===== src/rtl/drain_ctrl_pkg.sv =====
// Shared types for the systolic-array drain sequencer: data word, FSM states and output tag.
package drain_ctrl_pkg;

  localparam int DATA_W    = 16;
  localparam int TAG_ROW_W = 8;

  typedef logic [DATA_W-1:0] data_t;

  typedef enum logic [2:0] {
    IDLE    = 3'd0,
    LOAD_L  = 3'd1,
    SHIFT_L = 3'd2,
    LOAD_R  = 3'd3,
    SHIFT_R = 3'd4
  } drain_state_e;

  typedef enum logic {
    LEFT  = 1'b0,
    RIGHT = 1'b1
  } drain_side_e;

  typedef struct packed {
    logic [TAG_ROW_W-1:0] row;
    drain_side_e          side;
  } drain_tag_t;

endpackage


===== src/rtl/drain_out_stage.sv =====
// Registered capture of the channel tops with their row/side tag, valid and last flag.
module drain_out_stage
  import drain_ctrl_pkg::*;
#(
  parameter  int N_CH   = 4,
  parameter  int N_ROWS = 4,
  localparam int ROW_W  = (N_ROWS > 1) ? $clog2(N_ROWS) : 1
) (
  input  logic                  clk,
  input  logic                  rst,
  input  logic                  vld_p0,
  input  logic                  last_p0,
  input  data_t [N_CH-1:0]      data_p0,
  input  drain_tag_t            tag_p0,
  output logic                  vld_p1,
  output logic                  last_p1,
  output data_t [N_CH-1:0]      data_p1,
  output logic [ROW_W-1:0]      row_p1,
  output drain_side_e           side_p1
);

  // Tag rows are carried at package width; only the low ROW_W bits are meaningful.
  logic unused_tag_row;
  assign unused_tag_row = ^tag_p0.row;

  // p0 -> p1: words are zeroed when not valid so idle cycles present a clean bus.
  always_ff @(posedge clk) begin
    if (rst) begin
      vld_p1  <= 1'b0;
      last_p1 <= 1'b0;
      data_p1 <= '0;
      row_p1  <= '0;
      side_p1 <= LEFT;
    end else begin
      vld_p1  <= vld_p0;
      last_p1 <= last_p0;
      data_p1 <= vld_p0 ? data_p0 : '0;
      row_p1  <= vld_p0 ? tag_p0.row[ROW_W-1:0] : '0;
      side_p1 <= vld_p0 ? tag_p0.side : LEFT;
    end
  end

endmodule


===== src/rtl/drain_ctrl.sv =====
// Drain sequencer: loads all left PEs, shifts the channels out, then loads all right PEs,
// and tags every channel-top word with its PE row and side.
module drain_ctrl
  import drain_ctrl_pkg::*;
#(
  parameter  int N_ROWS = 4,
  parameter  int N_CH   = 4,
  localparam int ROW_W  = (N_ROWS > 1) ? $clog2(N_ROWS) : 1
) (
  input  logic                clk_i,
  input  logic                rst_i,
  input  logic                start_i,
  output logic                busy_o,
  output logic                start_drop_o,
  output logic [N_ROWS-1:0]   drain_en_left_o,
  output logic [N_ROWS-1:0]   drain_en_right_o,
  input  data_t [N_CH-1:0]    ch_up_i,
  output logic                out_valid_o,
  output data_t [N_CH-1:0]    out_data_o,
  output logic [ROW_W-1:0]    out_row_o,
  output logic                out_side_o,
  output logic                done_o,
  output logic                pe_clear_o
);

  localparam int CNT_W = $clog2(N_ROWS + 1);
  localparam logic [CNT_W-1:0] LAST_ROW = CNT_W'(N_ROWS - 1);
  localparam logic [CNT_W-1:0] SHL_LAST = CNT_W'((N_ROWS > 1) ? N_ROWS - 2 : 0);

  drain_state_e     state_q, state_d;
  logic [CNT_W-1:0] cnt_q;
  drain_side_e      side_q;
  logic             start_drop_q;
  logic             top_vld;
  logic             last_vld;
  drain_tag_t       tag_p0;
  drain_side_e      side_p1;

  assign top_vld  = (state_q == SHIFT_L) || (state_q == LOAD_R) || (state_q == SHIFT_R);
  assign last_vld = (state_q == SHIFT_R) && (cnt_q == LAST_ROW);

  // The tag counter doubles as the shift-phase timer, so phase lengths follow the row count.
  always_comb begin
    state_d = state_q;
    case (state_q)
      IDLE:    if (start_i) state_d = LOAD_L;
      LOAD_L:  state_d = (N_ROWS == 1) ? LOAD_R : SHIFT_L;
      SHIFT_L: if (cnt_q == SHL_LAST) state_d = LOAD_R;
      LOAD_R:  state_d = SHIFT_R;
      SHIFT_R: if (cnt_q == LAST_ROW) state_d = IDLE;
      default: state_d = IDLE;
    endcase
  end

  always_ff @(posedge clk_i) begin
    if (rst_i) begin
      state_q      <= IDLE;
      cnt_q        <= '0;
      side_q       <= LEFT;
      start_drop_q <= 1'b0;
    end else begin
      state_q      <= state_d;
      start_drop_q <= start_i && (state_q != IDLE);
      if (top_vld) begin
        if (cnt_q == LAST_ROW) begin
          cnt_q  <= '0;
          side_q <= (side_q == LEFT) ? RIGHT : LEFT;
        end else begin
          cnt_q <= cnt_q + 1'b1;
        end
      end
    end
  end

  assign tag_p0 = {TAG_ROW_W'(cnt_q), side_q};

  drain_out_stage #(
    .N_CH   (N_CH),
    .N_ROWS (N_ROWS)
  ) u_out_stage (
    .clk     (clk_i),
    .rst     (rst_i),
    .vld_p0  (top_vld),
    .last_p0 (last_vld),
    .data_p0 (ch_up_i),
    .tag_p0  (tag_p0),
    .vld_p1  (out_valid_o),
    .last_p1 (done_o),
    .data_p1 (out_data_o),
    .row_p1  (out_row_o),
    .side_p1 (side_p1)
  );

  assign out_side_o       = side_p1;
  assign pe_clear_o       = done_o;
  assign busy_o           = (state_q != IDLE);
  assign start_drop_o     = start_drop_q;
  assign drain_en_left_o  = {N_ROWS{state_q == LOAD_L}};
  assign drain_en_right_o = {N_ROWS{state_q == LOAD_R}};

endmodule


===== config.mk =====
export PLATFORM = sky130hd
export DESIGN_NAME = drain_ctrl
export DESIGN_NICKNAME = d
export VERILOG_FILES = /design/src/rtl/drain_ctrl_pkg.sv /design/src/rtl/drain_out_stage.sv /design/src/rtl/drain_ctrl.sv
export SDC_FILE = /design/constraint.sdc
export NUM_CORES = 1
export LEC_CHECK = 0
export BUFFER_PORTS_ARGS = -buffer_cell sky130_fd_sc_hd__buf_2
export CORE_MARGIN = 5
export CORE_UTILIZATION = 43
export CTS_BUF_LIST = sky130_fd_sc_hd__clkbuf_2
export DETAILED_ROUTE_END_ITERATION = 16
export GPL_ROUTABILITY_DRIVEN = 0
export PLACE_DENSITY = 0.81
export SYNTH_ARGS = -nofsm -noshare
export SYNTH_HDL_FRONTEND = slang
export SYNTH_SLANG_ARGS = --single-unit

===== constraint.sdc =====
create_clock -name clk_i -period 2.1 [get_ports clk_i]
set_input_delay 0.105 -clock clk_i [delete_from_list [all_inputs] [get_ports clk_i]]
set_output_delay 0.105 -clock clk_i [all_outputs]
set_load 0.005 [all_outputs]

==> run summary, run 1 <==
Worst slew pin tran - 355.7 ps
CP Max Fanout - 36
Final Hold Fails - 0
Top-count cell post-synth - dfxtp_1
CP Data Required Time - 2530 ps
Met1 wire length - 2.546 mm
DR DRC count - 0
Cell row count - 26
Vias - 2046
Final std cells w/o fill - 475
Grt total ovfl - 0
Setup Viol. Count Final - 0
IO Count - 147
# diodes - 0
Global-route wire length before repair - 10.99 mm
Top cells by count, synth - 77 x dfxtp_1, 67 x and2_1, 8 x buf_4, 4 x nand2b_1
Pin count of the biggest net entering global routing - 37
Warning count from the yosys run - 0
WL/cell - 14.27 um
Max cap viols - 0
Hpwl dp - 4.160 mm
Layout cell share with drive strength beyond 1 - 40.25%
Die X - 83.59 um
Arrival time worst endpoint - 2120 ps
Crit path kind - reg2reg
Worst slack at placement - 447.6 ps
Sequential area share after synthesis - 66.20%
Buffers on Ports - 146
Post-synth EDFFs - 0
Leakage Power - 1.972 nW
Nature of the critical path startpoint - flip-flop
Final ANT Viol Nets - 0
Routed wire length - 6.780 mm
Fin nets - 471
Peak supply drop - 0.0003594 V
Asr flop ratio synth - 0%
Yosys top cell by area - dfxtp_1
Drt pass-1 iters - 4
Met2 WL post-DR - 3.471 mm
Power, Total - 2.589 mW
Hold-fix buffers, CTS - 66
Cells taking the most area after synthesis - dfxtp_1 66%, and2_1 18%, buf_4 2.6%
Die height - 83.59 um
Die area - 6986 um2
Clock tree buffer depth - 2
All-Layer GR Usage - 20.09%
TritonCTS Sinks - 77
Clock buffer count from CTS - 9
Initial Utilization - 45.02%
Initial DRC count - 51
RSZ-0062 raised after global routing - no
Share of the synthesized area in the top cell type - 66.20%
Critical path capture point type - flip-flop
Area of the multi-input gates - 656.9 um2
Fin util - 73.27%
Final instance area - 3790 um2
Setup tns final - 0 ps
Net count after synthesis - 264
CTS clk-pin slew, worst paths - 180 ps
Synth Flop Type - dfxtp_1
Placed Cells - 395
Final period utilization - 80.92%
Vias in the first global route - 2285
Hold slack final - 351.8 ps
Area Overhead vs Synth - 62.76%
Post-DR vias/cell - 4.307
Worst-Skew Late Latency - 470 ps
DP Area - 3035 um2
Post-layout minimum cycle time - 1699 ps
Number of distinct library cells after synthesis - 27
Netlist Area Pre-Place - 2328 um2
Status - finished clean
H-tree levels - 3
Register bit count reported by yosys - 77
Min-delay worst type - in2reg
Syn_area_per_cell - 11.94 um2
Top Layer Used - met4
Filler Cell Count - 369
Setup bufs post-CTS - 0
Clk_skew - 16.56 ps
Reg area - 1541 um2
CTS Root Cell - clkbuf_2
Final max-slew violation count - 0
Final worst slack - 400.7 ps
Core area - 5172 um2
Initial antenna violation count - 0
Mapped Cells - 195
Max Fclk - 588.5 MHz
Cts repair resizes - 0
TritonCTS clock tree - done
Worst slew margin - 75.67%
PD cells - 683.3 nW/um2
Met3 routed WL - 567 um
-- flip-flops by register name, indices dropped and copies added, names as in the netlist --
| name | count |
|---|---|
| u_out_stage.last_p1 | 1 |
| u_out_stage.data_p1 | 64 |
| u_out_stage.side_p1 | 1 |
| cnt_q | 3 |
| u_out_stage.row_p1 | 2 |
| start_drop_o | 1 |
| state_q | 3 |
| side_q | 1 |
| u_out_stage.vld_p1 | 1 |
-- final cells by class --
type                       count  area share [%]
clock buffer                  11           1.453
clock inverter                 3           1.023
multi-input combinational     99           17.33
timing repair buffer         214           37.11
inverter                       1         0.09904
tap                           70           2.311
sequential                    77           40.67
-- worst max-delay path, cell delays in order (launching register included) --
cell and delay [ps]:
dfxtp_1 440, or3b_1 540, a21oi_4 210, buf_4 280
and2_1 190
-- per-layer routing --
| metal | GRT usage [%] | up-vias |
|---|---|---|
| met3 | 7.108 | 17 |
| li1 | - | 1015 |
| met1 | 20.29 | 916 |
| met4 | 10.82 | 0 |
| met5 | 0 | - |
| met2 | 35.86 | 98 |
-- placed cells by master (no fill, tap or decap) --
| master | n |
|---|---|
| buf_2 | 146 |
| dfxtp_1 | 77 |
| and2_1 | 67 |
| dlygate4sd3_1 | 66 |
| clkbuf_2 | 11 |
| nand2b_1 | 4 |
| a211o_1 | 3 |
| a21oi_1 | 3 |
| and3b_1 | 2 |
| nor3_1 | 2 |
| a2111oi_0 | 2 |
| nand3_1 | 2 |
| nor2b_1 | 2 |
| ha_1 | 2 |
| buf_4 | 2 |
| nor3b_1 | 1 |
| or3_1 | 1 |
| inv_1 | 1 |
| or3b_1 | 1 |
| a21oi_4 | 1 |
| xnor2_1 | 1 |
| nand3b_1 | 1 |
| nor2_1 | 1 |
| o21ba_2 | 1 |
| nand2_1 | 1 |
| and3_1 | 1 |
| bufinv_16 | 1 |
| clkinv_1 | 1 |
| clkinv_2 | 1 |
-- path summary, 6_finish.rpt --
check	to	depth (start not counted)	from	slack, ps
worst max-delay path	u_out_stage.data_p1[13]	4	state_q[2]	400
worst min-delay path	u_out_stage.data_p1[2]	3	ch_up_i[2]	350
worst max register to register	u_out_stage.data_p1[13]	4	state_q[2]	400
worst min register to register	cnt_q[2]	2	cnt_q[2]	490
-- report_power, final --
part	leakage [nW]	switching (mW)	internal [mW]	total, mW
Combinational	1.28	0.121	0.209	0.330
Sequential	0.624	0.0243	1.52	1.55
Clock	0.0653	0.444	0.268	0.712
Total	1.97	0.589	2.00	2.59
-- cells by family (layout without fill, tap and decap cells) --
kind of cell	count (synthesis)	in the layout	share of synthesized area [%]
DFF	77	77	66.20
adders and majority gates	2	2	1.075
AOI/OAI and AO/OA	10	10	3.654
and+or+nand+nor	86	86	23.11
xor gates and xnor gates	1	1	0.3762
buffers and inverters	19	229	5.588
(Power assumes the default switching activity.)
==> run 2: changes to the inputs <==
- ABC_AREA: default -> 1
- CORE_UTILIZATION: 43 -> 45
- PLACE_DENSITY: 0.81 -> 0.82
- clock period: 2.1 -> 1.6 ns (I/O delays scaled with it)
==> run summary, run 2 <==
TritonCTS clock tree - done
Largest reg by FF count - u_out_stage.data_p1
Top cells by count, synth - 78 x inv_1, 77 x dfxtp_1, 55 x nor2_1, 10 x nor2_2, 10 x nor2_4
Peak supply drop - 0.0006387 V (+78%)
Die height - 84.83 um (+1.5%)
R2R cell count - 6 (+2)
Asr flop ratio synth - 0% (unchanged)
H-tree levels - 3 (unchanged)
Initial antenna violation count - 0 (unchanged)
All-Layer GR Usage - 20.13% (+0.043 points)
CTS Root Cell - clkbuf_2
Fin nets - 556 (+18%)
Clk_skew - 9.923 ps (-6.641 ps)
Vias - 2333 (+14%)
Area Overhead vs Synth - 59.14%
Max Fclk - 666.6 MHz
Top-count cell post-synth - inv_1
Power, Total - 3.890 mW (+50%)
Critical path's top delay family - flip-flops
RSZ-0062 raised after global routing - yes
Final std cells w/o fill - 562 (+18%)
# diodes - 0 (unchanged)
DR DRC count - 0 (unchanged)
Min-delay worst type - in2reg
Worst hold path startpoint - ch_up_i[45]
Placed Cells - 482 (+22%)
Status - finished clean
Yosys top cell by area - dfxtp_1
Die X - 84.83 um (+1.5%)
Worst Path Buf+Inv - 3 (+2)
Max cap viols - 0 (unchanged)
CP Data Required Time - 1520 ps (-1010 ps)
Most common cell after layout, fill and taps aside - buf_2
Number of distinct library cells after synthesis - 20 (-26%)
Mapped Cells - 276 (+42%)
Worst-Skew Late Latency - 460 ps (about the same)
Net count after synthesis - 345 (+31%)
Layout cell share with drive strength beyond 1 - 38.57% (-1.7 points)
Synth Flop Type - dfxtp_1
Arrival time worst endpoint - 1420 ps (-700 ps)
Clock buffer count from CTS - 9 (unchanged)
Slowest stage delay, CP - 390 ps (-150 ps)
Post-DR vias/cell - 4.151 (-3.6%)
Clock tree buffer depth - 2 (unchanged)
Warning count from the yosys run - 0 (unchanged)
Post-synth EDFFs - 0 (unchanged)
Cell row count - 27 (+3.8%)
Core area - 5473 um2 (+5.8%)
Buffers on Ports - 146 (unchanged)
Worst slew margin - 81.66% (+6.0 points)
Cells taking the most area after synthesis - dfxtp_1 61%, inv_1 12%, nor2_1 8.2%
Nature of the critical path startpoint - flip-flop
WL/cell - 12.60 um (-12%)
TritonCTS Sinks - 77 (unchanged)
Routed wire length - 7.082 mm (+4.5%)
Hold slack final - 349.3 ps (-2.519 ps)
Syn_area_per_cell - 9.130 um2 (-24%)
Initial DRC count - 50 (-2.0%)
Post-layout minimum cycle time - 1500 ps
Die area - 7196 um2 (+3.0%)
Hold path depth - 4 (+1)
Netlist Area Pre-Place - 2520 um2 (+8.2%)
CP max-delay cell - dfxtp_2
Share of the synthesized area in the top cell type - 61.17% (-5.0 points)
Max FFs per register - 64 (unchanged)
Final max-slew violation count - 0 (unchanged)
Crit path kind - reg2out
Drt pass-1 iters - 6 (+2)
Vias in the first global route - 2445 (+7.0%)
Most frequent cells in the layout - 146 x buf_2, 78 x inv_1, 75 x dfxtp_1
CTS clk-pin slew, worst paths - 180 ps (about the same)
Crit-path cells - nor2_1 > inv_1 > nor2_1 > inv_1 > buf_2
Top Registers - u_out_stage.data_p1: 64 flops, cnt_q: 3 flops, state_q: 3 flops
Global-route wire length before repair - 11.30 mm (+2.8%)
Cell count along the critical path - 5 (+1)
Leakage Power - 2.323 nW (+18%)
Critical path origin - state_q[2]
Final Hold Fails - 0 (unchanged)
PD cells - 970.0 nW/um2 (+42%)
Setup Viol. Count Final - 0 (unchanged)
Setup bufs post-CTS - 0 (unchanged)
CP Max Fanout - 5 (-86%)
Worst slew pin tran - 273.7 ps (-82.03 ps)
R2R Path Start - state_q[0]
Critical path capture point type - output pin
Register bit count reported by yosys - 77 (unchanged)
Pin count of the biggest net entering global routing - 31 (-16%)
Final ANT Viol Nets - 0 (unchanged)
Setup tns final - 0 ps (unchanged)
Worst slack at placement - 349.4 ps (-98.17 ps)
Grt total ovfl - 0 (unchanged)
IO Count - 147 (unchanged)
Hpwl dp - 4.312 mm (+3.6%)
Sequential area share after synthesis - 61.17% (-5.0 points)
Initial Utilization - 46.04% (+1.0 points)
Final worst slack - 99.95 ps (-300.8 ps)
Final period utilization - 93.75%
Filler Cell Count - 400 (+8.4%)
[run 2: changes by cell type after synthesis, moves of 3 or more]
cell and delta:
a211o_1 -3, nand2_1 +6, and2_1 -67, nor2_2 +10, clkbuf_2 -3, nor2_4 +10
inv_1 +77, nor2_1 +54, nand3_1 +5, nand2b_1 -4
[run 2: worst reg2reg max path: cells and delay by family (launching register included)]
kind / cells / cell delay (ps)
buffers and inverters: 1 / 200
and+or+nand+nor: 5 / 600
DFF: 1 / 380
[run 2: layout make-up]
cell class	instances	area, um2	area share (%)
sequential	77	1544	38.50
multi-input combinational	105	560.5	13.98
tap	72	90.09	2.246
inverter	79	296.5	7.395
clock inverter	4	17.52	0.4368
clock buffer	10	50.05	1.248
timing repair buffer	215	1451	36.19
[run 2: cell families after synthesis]
logic type | share of synthesized area, %
buffers and inverters | 16.78
adder cells (fa/ha/maj) | 0.9929
AO/OA/AOI/OAI | 1.490
flip-flops | 61.17
AND/OR/NAND/NOR | 19.56
[run 2: timing repair]
action                                  4_1_cts  5_1_grt
gates resized for setup                       1        2
hold buffers                                 66        0
hold endpoints to repair                     73        0
endpoints found under the setup margin        4        9
[run 2: path summary, 6_finish.rpt]
path / to / slack, ps
worst max-delay path: busy_o / 100
worst min-delay path: u_out_stage.data_p1[45] / 350
worst max register to register: u_out_stage.data_p1[41] / 380
worst min register to register: cnt_q[2] / 450
[run 2: per-layer routing]
layer	routed length [um]	global-route usage (%)
met5	0	0
met3	518	5.825
met2	3872	38.43
met1	2464	19.40
met4	227	10.22
[run 2: report_power, final]
group          total (mW)  switching [mW]  internal [mW]
sequential           2.18          0.0775           2.11
combinational       0.937           0.470          0.467
clock               0.770           0.590          0.181
[run 2: stage by stage]
stage	area (um2)	util, %
2_1_floorplan	2520	-
3_3_place_gp	3274	59.83
3_5_place_dp	3274	59.83
4_1_cts	4008	73.23
5_1_grt	4010	73.27
6_report	4010	73.27
